--- config.mk ---
export PLATFORM = sky130hd
export DESIGN_NAME = video_mixer_scanfx
export DESIGN_NICKNAME = d
export VERILOG_FILES = /design/src/rtl/video_mixer_scanfx.sv
export SDC_FILE = /design/constraint.sdc
export NUM_CORES = 1
export LEC_CHECK = 0
export CAP_MARGIN = 15
export CORE_MARGIN = 2
export CORE_UTILIZATION = 55
export DETAILED_ROUTE_END_ITERATION = 10
export HOLD_SLACK_MARGIN = 0.05
export PLACE_DENSITY = 0.81
export SLEW_MARGIN = 10
export SYNTH_ARGS = -nofsm -noshare
export SYNTH_HDL_FRONTEND = slang
export SYNTH_SLANG_ARGS = --single-unit
--- constraint.sdc ---
create_clock -name CLK_VIDEO -period 3.7 [get_ports CLK_VIDEO]
set_clock_uncertainty 0.05 [all_clocks]
set_input_delay 0.74 -clock CLK_VIDEO [delete_from_list [all_inputs] [get_ports CLK_VIDEO]]
set_output_delay 0.74 -clock CLK_VIDEO [all_outputs]
set_load 0.05 [all_outputs]
--- src/rtl/video_mixer_scanfx.sv ---
// Video output mixer: input depth expansion, CE detection, scanline darkening,
// OSD blend and registered VGA-style outputs at a configurable output depth.
module video_mixer_scanfx #(
  parameter int          IN_DEPTH  = 6,
  parameter int          OUT_DEPTH = 6,
  parameter logic [7:0]  OSD_TINT  = 8'h30
) (
  input  logic                 CLK_VIDEO,
  input  logic                 reset,
  input  logic                 ce_pix,
  input  logic [IN_DEPTH-1:0]  R,
  input  logic [IN_DEPTH-1:0]  G,
  input  logic [IN_DEPTH-1:0]  B,
  input  logic                 HSync,
  input  logic                 VSync,
  input  logic                 HBlank,
  input  logic                 VBlank,
  input  logic [1:0]           scanline_mode,
  input  logic                 osd_window,
  input  logic                 osd_pixel,
  input  logic [2:0]           osd_bkgr,
  output logic                 CE_PIXEL,
  output logic [OUT_DEPTH-1:0] VGA_R,
  output logic [OUT_DEPTH-1:0] VGA_G,
  output logic [OUT_DEPTH-1:0] VGA_B,
  output logic                 VGA_HS,
  output logic                 VGA_VS,
  output logic                 VGA_DE
);

  function automatic logic [7:0] expand(input logic [IN_DEPTH-1:0] x);
    logic [7:0] y;
    y = '0;
    for (int unsigned i = 0; i < 8; i++) y[7-i] = x[IN_DEPTH-1-(i % IN_DEPTH)];
    return y;
  endfunction

  // Blank, then scanline darkening, then OSD on top (OSD is never darkened).
  function automatic logic [7:0] mix(input logic [7:0] c, input logic blank, input logic odd,
                                     input logic [1:0] mode, input logic win, input logic pix,
                                     input logic tint_en);
    logic [7:0] s;
    logic [8:0] sum;
    s = blank ? 8'h00 : c;
    if (odd) begin
      case (mode)
        2'd1:    s = s - (s >> 2);
        2'd2:    s = s >> 1;
        2'd3:    s = s >> 2;
        default: s = s;
      endcase
    end
    sum = {1'b0, s >> 1} + {1'b0, (tint_en ? OSD_TINT : 8'h00)};
    if (win && pix)  s = 8'hFF;
    else if (win)    s = sum[8] ? 8'hFF : sum[7:0];
    return s;
  endfunction

  logic [7:0] r1_q, r1_d, g1_q, g1_d, b1_q, b1_d;
  logic       hde1_q, hde1_d, vde1_q, vde1_d, hs1_q, hs1_d, vs1_q, vs1_d;
  logic       hs2_q, hs2_d, vs2_q, vs2_d;
  logic       win1_q, win1_d, pix1_q, pix1_d;
  logic [2:0] bkgr1_q, bkgr1_d;
  logic [1:0] mode1_q, mode1_d;
  logic       ce_prev_q, ce_prev_d, ce_osc_q, ce_osc_d, fs_osc_q, fs_osc_d;
  logic       parity_q, parity_d, hde_last_q, hde_last_d;
  logic       ce_out_q, ce_out_d, hs_out_q, hs_out_d, vs_out_q, vs_out_d, de_out_q, de_out_d;
  logic [OUT_DEPTH-1:0] r_out_q, r_out_d, g_out_q, g_out_d, b_out_q, b_out_d;
  logic       vs_rise, hs_rise, ce_now, blank, odd;
  logic [7:0] mix_r, mix_g, mix_b;

  always_comb begin
    r1_d      = expand(R);
    g1_d      = expand(G);
    b1_d      = expand(B);
    hde1_d    = ~HBlank;
    vde1_d    = ~VBlank;
    hs1_d     = HSync;
    vs1_d     = VSync;
    win1_d    = osd_window;
    pix1_d    = osd_pixel;
    bkgr1_d   = osd_bkgr;
    mode1_d   = scanline_mode;
    hs2_d     = hs1_q;
    vs2_d     = vs1_q;
    ce_prev_d = ce_pix;

    vs_rise = vs1_q & ~vs2_q;
    hs_rise = hs1_q & ~hs2_q;
    // A frame in which ce_pix ever toggled switches the next frame to edge mode.
    ce_now     = fs_osc_q ? (ce_pix & ~ce_prev_q) : ce_pix;
    ce_osc_d   = vs_rise ? 1'b0 : (ce_osc_q | (ce_pix ^ ce_prev_q));
    fs_osc_d   = vs_rise ? ce_osc_q : fs_osc_q;
    parity_d   = vs_rise ? 1'b0 : (parity_q ^ hs_rise);
    ce_out_d   = ce_now;

    blank = ~(hde1_q & vde1_q);
    odd   = parity_q & (mode1_q != 2'd0);
    mix_r = mix(r1_q, blank, odd, mode1_q, win1_q, pix1_q, bkgr1_q[2]);
    mix_g = mix(g1_q, blank, odd, mode1_q, win1_q, pix1_q, bkgr1_q[1]);
    mix_b = mix(b1_q, blank, odd, mode1_q, win1_q, pix1_q, bkgr1_q[0]);

    r_out_d    = r_out_q;
    g_out_d    = g_out_q;
    b_out_d    = b_out_q;
    hs_out_d   = hs_out_q;
    vs_out_d   = vs_out_q;
    de_out_d   = de_out_q;
    hde_last_d = hde_last_q;
    if (ce_now) begin
      r_out_d    = mix_r[7 -: OUT_DEPTH];
      g_out_d    = mix_g[7 -: OUT_DEPTH];
      b_out_d    = mix_b[7 -: OUT_DEPTH];
      hs_out_d   = hs1_q;
      vs_out_d   = vs1_q;
      hde_last_d = hde1_q;
      // DE only re-evaluates on horizontal blank edges so it stays line-aligned.
      if (hde1_q != hde_last_q) de_out_d = hde1_q & vde1_q;
    end
  end

  always_ff @(posedge CLK_VIDEO or posedge reset) begin
    if (reset) begin
      r1_q <= '0; g1_q <= '0; b1_q <= '0;
      hde1_q <= '0; vde1_q <= '0; hs1_q <= '0; vs1_q <= '0;
      hs2_q <= '0; vs2_q <= '0;
      win1_q <= '0; pix1_q <= '0; bkgr1_q <= '0; mode1_q <= '0;
      ce_prev_q <= '0; ce_osc_q <= '0; fs_osc_q <= '0;
      parity_q <= '0; hde_last_q <= '0;
      ce_out_q <= '0; hs_out_q <= '0; vs_out_q <= '0; de_out_q <= '0;
      r_out_q <= '0; g_out_q <= '0; b_out_q <= '0;
    end else begin
      r1_q <= r1_d; g1_q <= g1_d; b1_q <= b1_d;
      hde1_q <= hde1_d; vde1_q <= vde1_d; hs1_q <= hs1_d; vs1_q <= vs1_d;
      hs2_q <= hs2_d; vs2_q <= vs2_d;
      win1_q <= win1_d; pix1_q <= pix1_d; bkgr1_q <= bkgr1_d; mode1_q <= mode1_d;
      ce_prev_q <= ce_prev_d; ce_osc_q <= ce_osc_d; fs_osc_q <= fs_osc_d;
      parity_q <= parity_d; hde_last_q <= hde_last_d;
      ce_out_q <= ce_out_d; hs_out_q <= hs_out_d; vs_out_q <= vs_out_d; de_out_q <= de_out_d;
      r_out_q <= r_out_d; g_out_q <= g_out_d; b_out_q <= b_out_d;
    end
  end

  assign CE_PIXEL = ce_out_q;
  assign VGA_R    = r_out_q;
  assign VGA_G    = g_out_q;
  assign VGA_B    = b_out_q;
  assign VGA_HS   = hs_out_q;
  assign VGA_VS   = vs_out_q;
  assign VGA_DE   = de_out_q;

endmodule

== Word-level counts from Yosys, hierarchy flattened ==
Cells that the tools add are included.

* Bitwise operators: 13
* Reduce and logical (&&, ||, !) cells: 3
* Equal/unequal tests: 4
* Add/sub/neg operators: 6
* Multiplexer cells: 24

{| class="wikitable"
|+ Operators with widths
! kind !! count
|-
| 8-bit two-way mux || 15
|-
| 8-bit one-hot mux with 3 select lines || 3
|-
| 7-bit by 6-bit adder with 8-bit output || 3
|-
| 8-bit by 6-bit subtractor with 8-bit output || 3
|-
| 6-bit two-way mux || 3
|-
| 1-bit AND || 5
|-
| 1-bit inverter || 5
|-
| 2-bit equality test (second input constant) || 2
|-
| 1-bit two-way mux || 3
|-
| 2-bit by 1-bit equality test with 1-bit output (second input constant) || 1
|-
| 2-bit AND reduction || 1
|-
| 2-bit nonzero test || 1
|-
| 1-bit XOR || 2
|-
| 1-bit logical AND || 1
|-
| 1-bit inequality test || 1
|-
| 1-bit OR || 1
|}

* Output and inout port bits: 22
* Register bits after elaboration: 64

== Logic depth before layout (Yosys ltp) ==
* Depth in word-level cells: 9
* Gate-level depth with buffers: 13

== Worst setup path after synthesis ==
No wires, ideal clock.

* Path kind: flip-flop to flip-flop
* Start point: reg b1_q[3]
* End point: reg b_out_q[3] (netlist: VGA_B[3])
* Cell stages (with the launch flop): 13
* Slack: 1.010 ns
* Arrival: 2.499 ns
* Required time: 3.508 ns
* Clock period less this slack: 2.690 ns
* Path through: dfrtp_1 clkbuf_1 nor2_1 o21ai_0 a221o_1 o21ai_0 a211o_1 inv_1 ha_1 fa_1 or3_1 o21ai_0 a21oi_1

* Cells in the longest elaborated chain, start to end: 8

{| class="wikitable"
|+ Ends and longest elaborated chain
! what !! line !! RTL
|-
| start: declaration || 59 || <nowiki>logic [7:0] r1_q, r1_d, g1_q, g1_d, b1_q, b1_d;</nowiki>
|-
| start signal: assignment || 124 || <nowiki>r1_q <= '0; g1_q <= '0; b1_q <= '0;</nowiki>
|-
| start signal: assignment || 133 || <nowiki>r1_q <= r1_d; g1_q <= g1_d; b1_q <= b1_d;</nowiki>
|-
| 8-bit two-way mux * || 44 || <nowiki>s = blank ? 8'h00 : c;</nowiki>
|-
| 8-bit by 6-bit subtractor with 8-bit output || 47 || <nowiki>2'd1: s = s - (s >> 2);</nowiki>
|-
| 8-bit one-hot mux with 3 select lines || 46 || <nowiki>case (mode)</nowiki>
|-
| 8-bit two-way mux * || 45 || <nowiki>if (odd) begin</nowiki>
|-
| 7-bit by 6-bit adder with 8-bit output || 53 || <nowiki>sum = {1'b0, s >> 1} + {1'b0, (tint_en ? OSD_TINT : 8'h00)};</nowiki>
|-
| 8-bit two-way mux || 55 || <nowiki>else if (win) s = sum[8] ? 8'hFF : sum[7:0];</nowiki>
|-
| 8-bit two-way mux * || 55 ||
|-
| 8-bit two-way mux * || 54 || <nowiki>if (win && pix) s = 8'hFF;</nowiki>
|-
| end signal: assignment || 140 || <nowiki>r_out_q <= r_out_d; g_out_q <= g_out_d; b_out_q <= b_out_d;</nowiki>
|-
| end: declaration || 68 || <nowiki>logic [OUT_DEPTH-1:0] r_out_q, r_out_d, g_out_q, g_out_d, b_out_q, b_out_d;</nowiki>
|}

Mark *: on every way between the ends. The rest lies on a longest branch, timed or not.
A chain may end at the register's enable or synchronous reset.

== Worst setup path in the final report ==
* Start point: reg mode1_q[0]
* End point: reg g_out_q[3] (netlist: VGA_G[3])

* Cells in the longest elaborated chain, start to end: 7

{| class="wikitable"
|+ Ends and longest elaborated chain
! what !! line !! RTL
|-
| start: declaration || 64 || <nowiki>logic [1:0] mode1_q, mode1_d;</nowiki>
|-
| start signal: assignment || 136 || <nowiki>win1_q <= win1_d; pix1_q <= pix1_d; bkgr1_q <= bkgr1_d; mode1_q <= mode1_d;</nowiki>
|-
| 2-bit equality test (tied with other cells) || 46 ||
|-
| 8-bit one-hot mux with 3 select lines or 1-bit AND (tied branches) || 46, 98 ||
|-
| 8-bit two-way mux * || 45 ||
|-
| 7-bit by 6-bit adder with 8-bit output || 53 ||
|-
| 8-bit two-way mux || 55 ||
|-
| 8-bit two-way mux * || 55 ||
|-
| 8-bit two-way mux * || 54 ||
|-
| end signal: assignment || 140 ||
|-
| end: declaration || 68 ||
|}

Marks and branches as above.

==> qor.yml <==
status: "finished, final reports clean"
synth_ff_type: "dfrtp_1"
synthTopCellsByArea: "dfrtp_1, o21ai_0, nor2_1"
via_per_inst: 6.261
start_util_pct: 57.52
power_density_nw_per_um2: 508.3
first_pass_iters: 6
critical_path.startpoint_type: "flip-flop"
grt_pass1_wl_um: 15840
grt_util_met3_pct: 5.238
clock_latency_ns: 0.34
synthMostInstantiatedCell: "dfrtp_1"
worstPathRequired_ns: 3.88
final.setup.tns_ns: 0
synthCells: 425
power_frac_seq_pct: 37.1
tightest_slew_ns: 0.7331
port_buffers: 53
switchingPower_uw: 849.0
syn_area_um2: 3715
internal-power_uw: 1407
numCtsBuffers: 9
synth_edf_count: 0
grt_start_max_net_pins: 33
report.final.slew_viol_count: 0
cts_setup_buffers: 0
die-area_um2: 7428
post-route-min-period_ns: 3.100
synthDistinctLibCells: 72
finalWirelength_um: 9417
crit_path_max_fanout: 15
cts_max_level: 3
place.gp.congestion: 0.9410
p_leak_uw: 0.001829
fin_crit_sh_pct: 83.79
die_y_um: 86.19
finalHoldViolations: 0
use_met1_pct: 40.87
dr_total_vias: 3406
core_um2: 6459
grt_usage_pct: 27.11
yosysSeqAreaShare_pct: 39.07
antenna_cells: 0
rsz0062_at_grt: "no"
grt_remaining_overflow: 0
clock_tree.buffer_depth: 2
drcViolationCount: 0
setup_viol: 0
netSwitchingFraction_pct: 37.62
crit_type: "flip-flop to flip-flop"
grt_pass1_vias: 3165
syn_nets: 467
core.rowCount: 29
wl_per_cell_um: 17.31
yosys_warnings: 0
end_kind: "flip-flop"
area_growth_pct: 19.50
synthTopCellsByCount: "dfrtp_1, nor2_1, nand2_1, o21ai_0, a21oi_1"
antenna_found_initial: 0
yosysTopAreaCellShare_pct: 39.07
async_flop_share_pct: 100.0
relSlewSlack_pct: 51.07
io_pins: 54
clock-sinks: 58
top_usage_layer: "met1"
drive_above_1_share_pct: 7.923
ctsHoldBuffers: 0
clkPwrFrac_pct: 28.9
p_comb_share_pct: 34.0
cts_root_buf: "clkbuf_8"
max_freq_mhz: 322.6
cts_tree: "built"
dp.cells: 528
fin_cells: 544
synth.avg_cell_area_um2: 8.741
gr-usage-met2_pct: 38.83
hold_class: "flip-flop to flip-flop"
nets: 504
drv_cap: 0
vdd_ir_drop_max_mv: 0.4299
cts-resized-gates: 0
drt_iter0_drc: 479
post-dp-hpwl_um: 6703
ys_ff_latch: 58
synth_top_area_cell: "dfrtp_1"
clkSlewWorstSetupHoldPaths_ns: 0.07
ant_nets: 0
worstPathArrival_ns: 3.28
die_w_um: 86.19
==> worst paths after layout <==
path | start | end | slack (ns) | depth (start not counted)
max | mode1_q[0] | VGA_G[3] | 0.60 | 10
min | hs1_q | hs2_q | 0.35 | 0
max reg2reg | mode1_q[0] | VGA_G[3] | 0.60 | 10
min reg2reg | hs1_q | hs2_q | 0.35 | 0
max in group asynchronous | reset | r1_q[3] | 2.21 | 3
min in group asynchronous | reset | VGA_G[1] | 0.75 | 2
==> through the flow <==
stage               area [µm²]  util (%)  setup WS, ns  total power (µW)  hold WS, ns
global placement          4220     65.34        0.6916              1594       0.3375
finish                    4439     68.73        0.5999              2256       0.3455
global route              4439     68.73        0.3627              2358       0.3708
floorplan                 3715         -         1.010              1346       0.3166
CTS                       4439     68.73        0.6386              2266       0.3504
detailed placement        4220     65.34        0.6292              1607       0.3375
==> metal layers <==
layer / vias up / routed length, µm
met1: 1621 / 4257
met4: 0 / 133
met2: 155 / 4276
li1: 1620 / -
met5: - / 0
met3: 10 / 750
==> layout by cell type (no fill, tap or decap), types with 8 or more instances in the layout <==
cell type	instances
dfrtp_1	58
clkdlybuf4s50_1	53
nor2_1	38
nand2_1	36
o21ai_0	35
a21oi_1	27
inv_1	19
o22ai_1	16
mux2i_1	13
nand3_1	12
a31oi_1	10
clkbuf_8	10
nor2b_1	8
==> flip-flops by register name (all words and copies together) (netlist names), 2 cells and up <==
register / flops
VGA_B: 6
b1_q: 6
VGA_G: 6
VGA_R: 6
r1_q: 6
mode1_q: 2
bkgr1_q: 3
g1_q: 6
==> cell type report <==
| class | count | area (µm²) |
|---|---|---|
| Clock buffer | 11 | 141.4 |
| Clock inverter | 5 | 77.57 |
| Fill cell | 516 | 2019 |
| Inverter | 21 | 78.83 |
| Multi-Input combinational cell | 312 | 2011 |
| Sequential cell | 58 | 1451 |
| Tap cell | 77 | 96.34 |
| Timing Repair Buffer | 60 | 583.1 |
==> cell families (layout without fill, tap and decap cells) <==
logic type / Yosys count / count (layout) / share of synthesized area [%]
flip-flops: 58 / 58 / 39.07
AO/OA/AOI/OAI: 147 / 147 / 26.88
XOR/XNOR: 10 / 10 / 2.358
buffers and inverters: 55 / 97 / 6.804
adder cells (fa/ha/maj): 11 / 11 / 4.244
AND/OR/NAND/NOR: 130 / 130 / 16.84
multiplexers: 14 / 14 / 3.806
==> power by group through the flow <==
stage	sequential, µW	combinational, µW	clock [µW]
3_5_place_dp	843	764	0
6_report	838	766	652
4_1_cts	834	767	665
2_1_floorplan	1030	314	0
3_3_place_gp	843	752	0
5_1_grt	852	819	687
==> worst max-delay path: stages, from the launching register on <==
cell     delay (ns)
dfrtp_1        0.64
nand2_2        0.23
or2_1          0.32
or4b_1         0.52
a21oi_1        0.22
ha_1           0.23
fa_1           0.42
nor2_1         0.10
nand2_1        0.06
o21ai_0        0.11
o21ai_1        0.08
(Power assumes the default switching activity.)
